==> config.mk <==
export PLATFORM = sky130hd
export DESIGN_NAME = trivium_stream_decrypt
export DESIGN_NICKNAME = d
export VERILOG_FILES = /design/src/rtl/trivium_stream_decrypt.sv
export SDC_FILE = /design/constraint.sdc
export NUM_CORES = 1
export LEC_CHECK = 0
export BUFFER_PORTS_ARGS = -buffer_cell sky130_fd_sc_hd__buf_2
export CAP_MARGIN = 30
export CELL_PAD_IN_SITES_DETAIL_PLACEMENT = 1
export CELL_PAD_IN_SITES_GLOBAL_PLACEMENT = 1
export CORE_MARGIN = 4
export CORE_UTILIZATION = 53
export CTS_BUF_LIST = sky130_fd_sc_hd__clkbuf_8
export CTS_CLUSTER_DIAMETER = 200
export DETAILED_ROUTE_END_ITERATION = 7
export PLACE_DENSITY_LB_ADDON = 0.1
export SYNTH_ARGS = -nofsm -noshare
export SYNTH_HDL_FRONTEND = slang
export SYNTH_SLANG_ARGS = --single-unit
==> constraint.sdc <==
create_clock -name clk -period 5.9 [get_ports clk]
set_input_delay 0.295 -clock clk [delete_from_list [all_inputs] [get_ports clk]]
set_output_delay 0.295 -clock clk [all_outputs]
set_load 0.01 [all_outputs]
==> src/rtl/trivium_stream_decrypt.sv <==
// Trivium receive path: pairs each ciphertext byte with one popped keystream
// byte, XORs them, and queues the recovered plaintext in a show-ahead FIFO.
//
// state      | meaning
// -----------+-------------------------------------------------------------
// ST_DISCARD | dropping leading keystream bytes to align with the far end
// ST_IDLE    | waiting for a ciphertext byte (only when a FIFO slot is free)
// ST_WAIT_KS | holding one ciphertext byte, waiting for its keystream byte

module trivium_stream_decrypt #(
  parameter int DEPTH         = 8,
  parameter int DISCARD_BYTES = 0
) (
  input  logic                     clk,
  input  logic                     rst,
  input  logic                     resync,
  input  logic [7:0]               ct_data,
  input  logic                     ct_valid,
  output logic                     ct_ready,
  input  logic [7:0]               ks_byte,
  input  logic                     ks_valid,
  output logic                     ks_ready,
  output logic [7:0]               pt_data,
  output logic                     pt_valid,
  input  logic                     pt_ready,
  output logic [$clog2(DEPTH):0]   fifo_level,
  output logic [15:0]              byte_count
);

  localparam int AW = $clog2(DEPTH);
  localparam int LW = AW + 1;

  typedef enum logic [1:0] {
    ST_DISCARD = 2'd0,
    ST_IDLE    = 2'd1,
    ST_WAIT_KS = 2'd2
  } state_t;

  // With nothing to discard the block comes out of reset ready for ciphertext.
  localparam state_t          ST_START     = (DISCARD_BYTES > 0) ? ST_DISCARD : ST_IDLE;
  localparam logic [15:0]     DISCARD_INIT = 16'(DISCARD_BYTES);
  localparam logic [LW-1:0]   LEVEL_FULL   = LW'(DEPTH);

  if (DEPTH < 2 || (DEPTH & (DEPTH - 1)) != 0) begin : g_bad_depth
    $error("trivium_stream_decrypt: DEPTH must be a power of 2 and at least 2");
  end

  if (DISCARD_BYTES < 0 || DISCARD_BYTES > 65535) begin : g_bad_discard
    $error("trivium_stream_decrypt: DISCARD_BYTES must be within 0..65535");
  end

  state_t          state;
  logic [15:0]     disc_cnt;
  logic [7:0]      ct_hold;

  logic [7:0]      mem [DEPTH];
  logic [AW-1:0]   wr_ptr;
  logic [AW-1:0]   rd_ptr;
  logic [LW-1:0]   level;

  logic            flush;
  logic            fifo_full;
  logic            fifo_empty;
  logic            ct_hs;
  logic            ks_hs;
  logic            fifo_wr;
  logic            fifo_rd;
  logic            disc_tc;

  assign flush      = rst | resync;
  assign fifo_full  = (level == LEVEL_FULL);
  assign fifo_empty = (level == '0);

  // Readies depend only on registered state and FIFO flags, never on valids.
  // Ciphertext is only taken when a FIFO slot is free; no pop can fill the
  // FIFO while a byte is held, so the later write always has room.
  assign ct_ready = (state == ST_IDLE) && !fifo_full;
  assign ks_ready = (state == ST_DISCARD) || (state == ST_WAIT_KS);

  assign ct_hs    = ct_valid && ct_ready;
  assign ks_hs    = ks_valid && ks_ready;
  assign disc_tc  = (disc_cnt == 16'd1);

  assign fifo_wr  = ks_hs && (state == ST_WAIT_KS);
  assign fifo_rd  = pt_ready && !fifo_empty;

  assign pt_valid   = !fifo_empty;
  assign pt_data    = mem[rd_ptr];
  assign fifo_level = level;

  // Sequencer: discard countdown, ciphertext capture, keystream pairing.
  always_ff @(posedge clk) begin
    if (flush) begin
      state    <= ST_START;
      disc_cnt <= DISCARD_INIT;
      ct_hold  <= '0;
    end else begin
      case (state)
        ST_DISCARD: begin
          if (ks_hs) begin
            disc_cnt <= disc_cnt - 16'd1;
            if (disc_tc) begin
              state <= ST_IDLE;
            end
          end
        end
        ST_IDLE: begin
          if (ct_hs) begin
            ct_hold <= ct_data;
            state   <= ST_WAIT_KS;
          end
        end
        ST_WAIT_KS: begin
          if (ks_hs) begin
            state <= ST_IDLE;
          end
        end
        default: begin
          state <= ST_START;
        end
      endcase
    end
  end

  // FIFO pointers, occupancy and the plaintext byte counter.
  always_ff @(posedge clk) begin
    if (flush) begin
      wr_ptr     <= '0;
      rd_ptr     <= '0;
      level      <= '0;
      byte_count <= '0;
    end else begin
      if (fifo_wr) begin
        wr_ptr     <= wr_ptr + AW'(1);
        byte_count <= byte_count + 16'd1;
      end
      if (fifo_rd) begin
        rd_ptr <= rd_ptr + AW'(1);
      end
      case ({fifo_wr, fifo_rd})
        2'b10:   level <= level + LW'(1);
        2'b01:   level <= level - LW'(1);
        default: level <= level;
      endcase
    end
  end

  // Storage array; stale contents after a flush are never visible.
  always_ff @(posedge clk) begin
    if (fifo_wr) begin
      mem[wr_ptr] <= ct_hold ^ ks_byte;
    end
  end

endmodule

# [After elaboration in Yosys (flattened, before gate mapping)]
# Memory sizes are Yosys's and may differ from the RTL's. A register that Yosys moved wholly into a read port is not among the register bits.
# Index checks and enable logic that the tools add are counted.
[classes] addsub=6 n_mul=0 div_mod_pow=0 order_cmp=0 eq_ne=10 n_shift=0 muxes=10 bitwise=2 reduce_logical=14
[ops] cell="adder 16 x 1 -> 16 bit, second input constant" n=1
[ops] cell="equality test 16 x 1 -> 1 bit, second input constant" n=1
[ops] cell="subtractor 16 x 1 -> 16 bit, second input constant" n=1
[ops] cell="2-to-1 mux 2 bit" n=4
[ops] cell="!= test 2 bit, second input constant" n=4
[ops] cell="one-hot mux 4 bit (2 select lines)" n=1
[ops] cell="XOR 8 bit" n=1
[ops] cell="adder 3 x 1 -> 3 bit, second input constant" n=2
[ops] cell="2-to-1 mux 3 bit" n=2
[ops] cell="one-hot mux 2 bit (3 select lines)" n=1
[ops] cell="logical AND 1 bit" n=5
[ops] cell="adder 4 x 1 -> 4 bit, second input constant" n=1
[ops] cell="equality test 2 x 1 -> 1 bit, second input constant" n=2
[ops] cell="equality test 2 bit, second input constant" n=2
[ops] cell="equality test 4 bit, second input constant" n=1
[ops] cell="logical NOT 4 bit" n=1
[ops] cell="AND reduction 2 bit" n=2
[ops] cell="AND reduction 4 bit" n=1
[ops] cell="subtractor 4 x 1 -> 4 bit, second input constant" n=1
[ops] cell="logical NOT 1 bit" n=2
[ops] cell="logical NOT 2 bit" n=1
[ops] cell="2-to-1 mux 1 bit" n=2
[ops] cell="nonzero test 2 bit" n=1
[ops] cell="logical OR 1 bit" n=1
[ops] cell="OR 1 bit" n=1
[word_totals] reg_bits=52 latchBits=0 mem_bits_rw=64 mem_bits_ro=0 inputBits=22 wordCells=50 n_memories=1
[mem_list] name="mem" depth=8 width=8 read_ports=1 rd_ports_with_merged_regs=1 write_ports=1 line_no="56" text="logic [7:0] mem [DEPTH];"

# [Logic depth before layout (Yosys ltp)]
# Gate-level depths: netlist (run 1).
[logic_depth] depth_word=6 ltp_mapped=11 mapped_depth_nobuf=10

# [Worst setup path after synthesis (run 1)]
# OpenSTA, ideal clock, no wires.
[synth_timing] path_type="register -> register" startpoint="reg level[1] (netlist: fifo_level[1])" endpoint="reg level[2] (netlist: fifo_level[2])" setup_time_ps=70 t_arrival_ps=2508 required_ps=5830 slack_ps=3322 path_stages_with_launch=12 path_buffers=1 synth_period_minus_slack_ps=2578 cell_sequence="dfxtp_1 clkbuf_1 or4_1 nand2_1 inv_1 ha_1 xor2_1 ha_1 a21oi_1 xor2_1 or3_1 a21oi_1"
[synth_between] elab_chain_len=5
[synth_rtl] element="start: declaration" line_no="59" text="logic [LW-1:0] level;"
[synth_rtl] element="start signal: assignment" line_no="141" text="2'b10: level <= level + LW'(1);"
[synth_rtl] element="start signal: assignment" line_no="142" text="2'b01: level <= level - LW'(1);"
[synth_rtl] element="start signal: assignment" line_no="143" text="default: level <= level;"
[synth_rtl] element="logical NOT 4 bit (*)" line_no="72" text="assign fifo_empty = (level == '0);"
[synth_rtl] element="logical NOT 1 bit (*)"
[synth_rtl] element="named net pt_valid" line_no="24" text="output logic pt_valid,"
[synth_rtl] element="logical AND 1 bit (*)" line_no="85" text="assign fifo_rd = pt_ready && !fifo_empty;"
[synth_rtl] element="named net fifo_rd" line_no="67" text="logic fifo_rd;"
[synth_rtl] element="equality test 2 x 1 -> 1 bit / equality test 2 bit (equally long branches)" line_no="140" text="case ({fifo_wr, fifo_rd})"
[synth_rtl] element="one-hot mux 4 bit (2 select lines) / nonzero test 2 bit (equally long branches)"
# Mark *: on every way through the listed nets, which the timed path passes. The rest lies on a longest branch.
# A chain may end at the register's enable or synchronous reset.

# [Worst setup path in the final report (run 1)]
[layout_timing] startpoint="reg state[1]" endpoint="reg level[2] (netlist: fifo_level[2])"
[layout_between] elab_chain_len=6
[layout_rtl] element="start: declaration" line_no="52" text="state_t state;"
[layout_rtl] element="start signal: assignment" line_no="94" text="state <= ST_START;"
[layout_rtl] element="start signal: assignment" line_no="103" text="state <= ST_IDLE;"
[layout_rtl] element="start signal: assignment" line_no="110" text="state <= ST_WAIT_KS;"
[layout_rtl] element="equality test 2 bit / logical NOT 2 bit (equally long branches)" line_no="78, 84"
[layout_rtl] element="logical OR 1 bit" line_no="78" text="assign ks_ready = (state == ST_DISCARD) || (state == ST_WAIT_KS);"
[layout_rtl] element="logical AND 1 bit" line_no="81" text="assign ks_hs = ks_valid && ks_ready;"
[layout_rtl] element="logical AND 1 bit (*)" line_no="84" text="assign fifo_wr = ks_hs && (state == ST_WAIT_KS);"
[layout_rtl] element="equality test 2 x 1 -> 1 bit / equality test 2 bit (equally long branches)" line_no="140"
[layout_rtl] element="one-hot mux 4 bit (2 select lines) / nonzero test 2 bit (equally long branches)"
# Mark *: on every way between the ends. The rest lies on a longest branch, timed or not.

==> results of run 1 <==
## synthesized netlist by cell type, drive strengths merged, types with 2 or more instances
library cell	n
or2	3
and2	2
o211ai	2
nand2b	3
nand4	7
ha	8
a21oi	17
o22ai	2
clkbuf	14
nor4	3
buf	5
nor3b	4
xnor2	5
or4	9
dfxtp	55
nand3	20
xor2	27
nor2	38
inv	6
and4	2
o31ai	4
mux2	8
o21ai	15
nor3	8
or3	6
nand2	33
mux4	16
nand4b	2
mux2i	2
edfxtp	64
## worst min-delay path by stage
stage	endpoint	slack (ns)	cells after the start
final	ct_hold[4]	0.11	3
after detailed placement	ct_hold[6]	0.49	2
after global placement	byte_count[15]	0.46	2
after CTS	ct_hold[4]	0.09	3
after global routing	ct_hold[1]	0.1	3
after floorplan	ct_hold[0]	0.43	2
## cell type report
cell class	instances	share of cell area, %
timing repair buffer	59	5.704
clock buffer	17	4.071
multi-input combinational	255	32.31
tap	111	2.417
inverter	6	0.3919
sequential	119	52.60
clock inverter	15	2.504
## power groups by stage
stage          Clock [mW]  Sequential [mW]  Combinational [mW]
2_1_floorplan           0            0.902              0.0337
3_3_place_gp            0            0.903              0.0517
3_5_place_dp            0            0.903              0.0557
4_1_cts             0.711            0.885              0.0563
5_1_grt             0.755            0.885              0.0627
6_report            0.699            0.885              0.0555
## sequential cells by signal, summed over array words and instances, names as in the netlist, named ones only
name        cells
rd_ptr          3
disc_cnt       16
state           2
ct_hold         8
byte_count     16
fifo_level      4
mem            64
wr_ptr          3
## worst max-delay path, stage by stage, from the launching register on
cell	delay [ns]
dfxtp_1	0.44
and3b_1	0.54
inv_1	0.33
ha_1	0.36
xor2_1	0.17
ha_1	0.19
a21oi_1	0.15
xor2_1	0.10
or3_1	0.30
a21oi_1	0.15
## layer usage
metal / part of all wire (%) / GRT usage [%] / wire length, um
met1: 43 / 27.61 / 4918
met5: 0 / 0 / 0
met2: 51 / 37.81 / 5828
met3: 3.5 / 6.115 / 404
met4: 2.1 / 8.810 / 244
## cells by family (layout without fill, tap and decap cells)
logic type                 Yosys count  after routing  synth area share (%)
buffers and inverters               25             97                 1.938
and+or+nand+nor                    145            145                 15.05
DFF                                119            119                 60.81
muxes                               26             26                 9.464
AOI/OAI and AO/OA                   44             44                 5.084
xor gates and xnor gates            32             32                 5.638
adders and majority gates            8              8                 2.014
## per-stage QoR
| step | worst slack [ns] | util (%) | std cells |
|---|---|---|---|
| after CTS | 3.076 | 62.49 | 582 |
| after detailed placement | 3.122 | 58.38 | 550 |
| after global placement | 3.221 | 57.97 | 547 |
| final | 3.089 | 62.49 | 582 |
| after floorplan | 3.322 | - | 399 |
| after global routing | 2.744 | 62.49 | 582 |
==> flow_metrics.py, run 1 <==
metrics = {
    "outcome": {
        "status": "finished clean",
    },
    "worst_setup_path": {
        "cp-end-kind": "flip-flop",
        "rr_worst_depth": 9,
        "crit_type": "reg -> reg",
        "r2r_start": "state[1]",
        "crit_path_end": "fifo_level[2]",
        "r2r-end": "fifo_level[2]",
        "crit_path_start_kind": "flip-flop",
        "worst-endpoint-arrival_ns": 3.16,
        "crit_path_max_fanout": 14,
        "r2r_setup_slack_ns": 3.09,
        "critPathLaunch": "state[1]",
        "critPathRequiredTime_ns": 6.25,
    },
    "timing": {
        "hold_viol": 0,
        "min_period_over_period_pct": 47.64,
        "fin_skew_ns": 0.009725,
        "slew_violations": 0,
        "slew_headroom_pct": 32.33,
        "setup_viol": 0,
        "tightest_slew_ns": 1.011,
        "finalSetupTns_ns": 0,
        "rsz0062_at_grt": "false",
        "min_period_ns": 2.811,
        "max_freq_ghz": 0.3558,
        "hold-worst-slack_ns": 0.1138,
    },
    "logic_synthesis": {
        "ys_seq_area_share_pct": 60.81,
        "synth_seq_cells": 119,
        "synthCells": 399,
        "synthesis.area_sq_mm": 0.004971,
        "synth_area_leader_cell": "edfxtp_1",
        "syn-num-nets": 429,
        "synth_top_area_share_pct": 38.66,
        "synth.avg_cell_area_sq_um": 12.46,
        "ys_warn_count": 0,
        "yosys-top-cells-area": "edfxtp_1, dfxtp_1, mux4_2, xor2_1, nor2_1",
        "yosysUniqueCellTypes": 45,
        "synth_edf_count": 64,
        "synthFlopType": "edfxtp_1",
        "async_flop_share_pct": 0,
    },
    "power": {
        "power_frac_clock_pct": 42.7,
        "leakage_nw": 2.051,
        "ir_drop_mv": 0.1526,
        "p_int_mw": 1.239,
        "seqPwrFrac_pct": 54.0,
        "swShare_pct": 24.44,
        "switchingPower_mw": 0.4007,
        "power_mw": 1.639,
        "comb_power_share_pct": 3.4,
        "powerDensity_mw_per_mm2": 285.3,
    },
    "grt": {
        "grtUsageTotal_pct": 22.49,
        "antenna_found_initial": 0,
        "grt_max_degree": 44,
        "grt_pass1_wl_mm": 19.31,
        "grt_remaining_overflow": 0,
        "grt_pass1_vias": 3701,
    },
    "clock_network": {
        "cts.clk_slew.worst_paths_ns": 0.08,
        "cts_max_level": 4,
        "cts_resized": 0,
        "cts_tree": "built",
        "clk_path_buf_depth": 2,
        "clock_sinks": 119,
        "cts_hold_buf": 0,
        "insertion_delay_ns": 0.43,
        "cts_root_buf": "clkbuf_8",
        "postCtsSetupBuffers": 0,
        "cts_made_buffers": 17,
    },
    "cells_and_area": {
        "area_growth_pct": 15.61,
        "n_antenna_cell": 0,
        "nFillCells": 953,
        "final_cell_area_sq_mm": 0.005747,
        "seq_area_sq_mm": 0.003023,
        "drive_above_1_share_pct": 26.54,
        "final_cell_mix": "edfxtp_1, dfxtp_1, buf_2",
        "fin_nets": 488,
        "mostFrequentLayoutCell": "edfxtp_1",
        "multi_input_area_sq_mm": 0.001857,
    },
    "routing": {
        "drt-initial-drc-count": 156,
        "drc": 0,
        "dr.pass1.iters": 4,
        "vias_per_cell": 5.851,
        "num_vias": 3405,
        "ant_nets": 0,
        "wire_per_inst_um": 19.58,
        "wl_mm": 11.40,
    },
    "floorplanning": {
        "fp.coreArea_sq_mm": 0.009196,
        "io_pins": 53,
        "num_rows": 35,
        "die_w_um": 104.8,
        "initial_utilization_pct": 54.05,
        "die_h_um": 104.8,
        "dieArea_sq_mm": 0.01099,
    },
    "placed_design": {
        "gp_congestion": 0.7664,
        "place_hpwl_mm": 7.777,
        "port-buffer-count": 52,
        "placed_area_sq_mm": 0.005369,
    },
    "min_path": {
        "hold_path_class": "in -> reg",
        "holdCritStartpoint": "ct_data[4]",
    },
    "run": {
        "maxCapViolCount": 0,
    },
}
Note: power is estimated with default switching activity, not from simulation.
==> run 2: changes to the inputs <==
Settings changed: CORE_UTILIZATION 53 to 44.
Clock period 5.9 ns to 2.38 ns, I/O delays scaled along.
==> flow_metrics.py, run 2 (same netlist as run 1, synthesis figures left out) <==
metrics = {
    "cells_and_area": {
        "top_register": "mem",
        "final_cells": 638,
        "drive_above_1_share_pct": 29.52,
        "area_growth_pct": 21.85,
        "n_antenna_cell": 0,
        "fin_nets": 515,
        "top_regs": "mem (64), byte_count (16), disc_cnt (16)",
        "final_cell_mix": "edfxtp_1, dfxtp_1, buf_2",
        "largest_reg_flops": 64,
        "mostFrequentLayoutCell": "edfxtp_1",
    },
    "timing": {
        "hold-worst-slack_ns": 0.04054,
        "max_freq_ghz": 0.4357,
        "slew_violations": 0,
        "finalSetupTns_ns": 0,
        "setup_viol": 0,
        "min_period_ns": 2.295,
        "hold_viol": 0,
        "tightest_slew_ns": 0.6045,
        "fin_skew_ns": 0.008885,
        "min_period_over_period_pct": 96.44,
        "slew_headroom_pct": 59.56,
    },
    "floorplanning": {
        "initial_utilization_pct": 45.46,
        "dieArea_sq_mm": 0.01306,
        "fp.coreArea_sq_mm": 0.01094,
        "io_pins": 53,
        "die_w_um": 114.3,
        "num_rows": 38,
        "die_h_um": 114.3,
    },
    "routing": {
        "drc": 0,
        "num_vias": 3393,
        "vias_per_cell": 5.318,
        "ant_nets": 0,
        "wire_per_inst_um": 18.19,
        "wl_mm": 11.60,
        "dr.pass1.iters": 4,
        "drt-initial-drc-count": 168,
    },
    "placed_design": {
        "place_hpwl_mm": 7.759,
        "dp_cells": 595,
        "gp_congestion": 0.7875,
        "port-buffer-count": 52,
    },
    "clock_network": {
        "cts_made_buffers": 17,
        "cts.clk_slew.worst_paths_ns": 0.07,
        "cts_root_buf": "clkbuf_8",
        "clock_sinks": 119,
        "cts_tree": "built",
        "insertion_delay_ns": 0.42,
        "clk_path_buf_depth": 2,
        "cts_max_level": 4,
    },
    "worst_setup_path": {
        "critical-path-max-stage-delay_ns": 0.55,
        "crit_slowest_cell": "or4_4",
        "crit_type": "reg -> reg",
        "crit_path_start_kind": "flip-flop",
        "cp-end-kind": "flip-flop",
        "path_cells": "or4_4 > nand2_4 > inv_1 > ha_4 > xor2_1 > ha_1 > a21oi_2 > xor2_1 > or3_1 > a21oi_2",
        "worst-endpoint-arrival_ns": 2.64,
        "critPathRequiredTime_ns": 2.73,
        "crit_path_max_fanout": 5,
    },
    "power": {
        "leakage_nw": 2.191,
        "powerDensity_mw_per_mm2": 699.5,
        "power_mw": 4.237,
        "ir_drop_mv": 0.4728,
    },
    "grt": {
        "grtUsageTotal_pct": 18.99,
        "grt_pass1_vias": 3645,
        "grt_pass1_wl_mm": 18.96,
        "grt_remaining_overflow": 0,
        "antenna_found_initial": 0,
        "grt_max_degree": 41,
    },
    "run": {
        "maxCapViolCount": 0,
    },
    "min_path": {
        "hold_path_class": "in -> reg",
    },
    "outcome": {
        "status": "finished clean",
    },
}
==> run 2: worst paths after layout <==
| kind | from | end | slack, ns | cells after the start |
|---|---|---|---|---|
| max | fifo_level[2] | fifo_level[2] | 0.08 | 10 |
| min reg2reg | ct_hold[7] | ct_hold[7] | 0.48 | 2 |
| min | ks_valid | state[1] | 0.04 | 4 |
| max reg2reg | fifo_level[2] | fifo_level[2] | 0.08 | 10 |
==> run 2: through the flow <==
stage	area [sq um]	setup WS [ns]	utilization [%]
after floorplan	4981	0.04558	-
final	6057	0.08474	55.39
after global routing	6057	-0.01435	55.39
after CTS	6036	0.003381	55.19
after detailed placement	5517	-0.04871	50.45
after global placement	5517	0.08660	50.45
==> run 2: final cells by class <==
type                            instances  area (sq um)
Clock inverter                         15         176.4
Tap cell                              140         175.2
Timing Repair Buffer                   86         540.5
Fill cell                            1160          4878
Clock buffer                           17         234.0
Inverter                                6         22.52
Sequential cell                       119          3023
Multi-Input combinational cell        255          1886
==> run 2: routing by layer <==
layer,track usage (%),part of all wire (%)
met1,24.35,43
met2,32.24,52
met3,5.074,4.4
met4,4.513,0.68
met5,0,0
==> run 2: worst max-delay path, delay by kind of cell (launching register included) <==
family	cells	cell delay (ns)
buffers and inverters	1	0.07
AOI/OAI and AO/OA	2	0.17
xor gates and xnor gates	2	0.30
and+or+nand+nor	3	0.98
DFF	1	0.31
adders and majority gates	2	0.38
==> run 2: power by group <==
part           total (mW)  internal, mW  switching, mW
sequential           2.19          2.18         0.0104
combinational       0.160        0.0635         0.0966
clock                1.88          1.04          0.846
==> run 2: what timing repair did <==
action | CTS | global route
setup endpoints to repair | 1 | 1
gates resized for setup | 2 | 2
pin swaps | 1 | 2
endpoints found under the hold margin | 9 | 0
buffers inserted | 0 | 1
hold buffers | 10 | 0
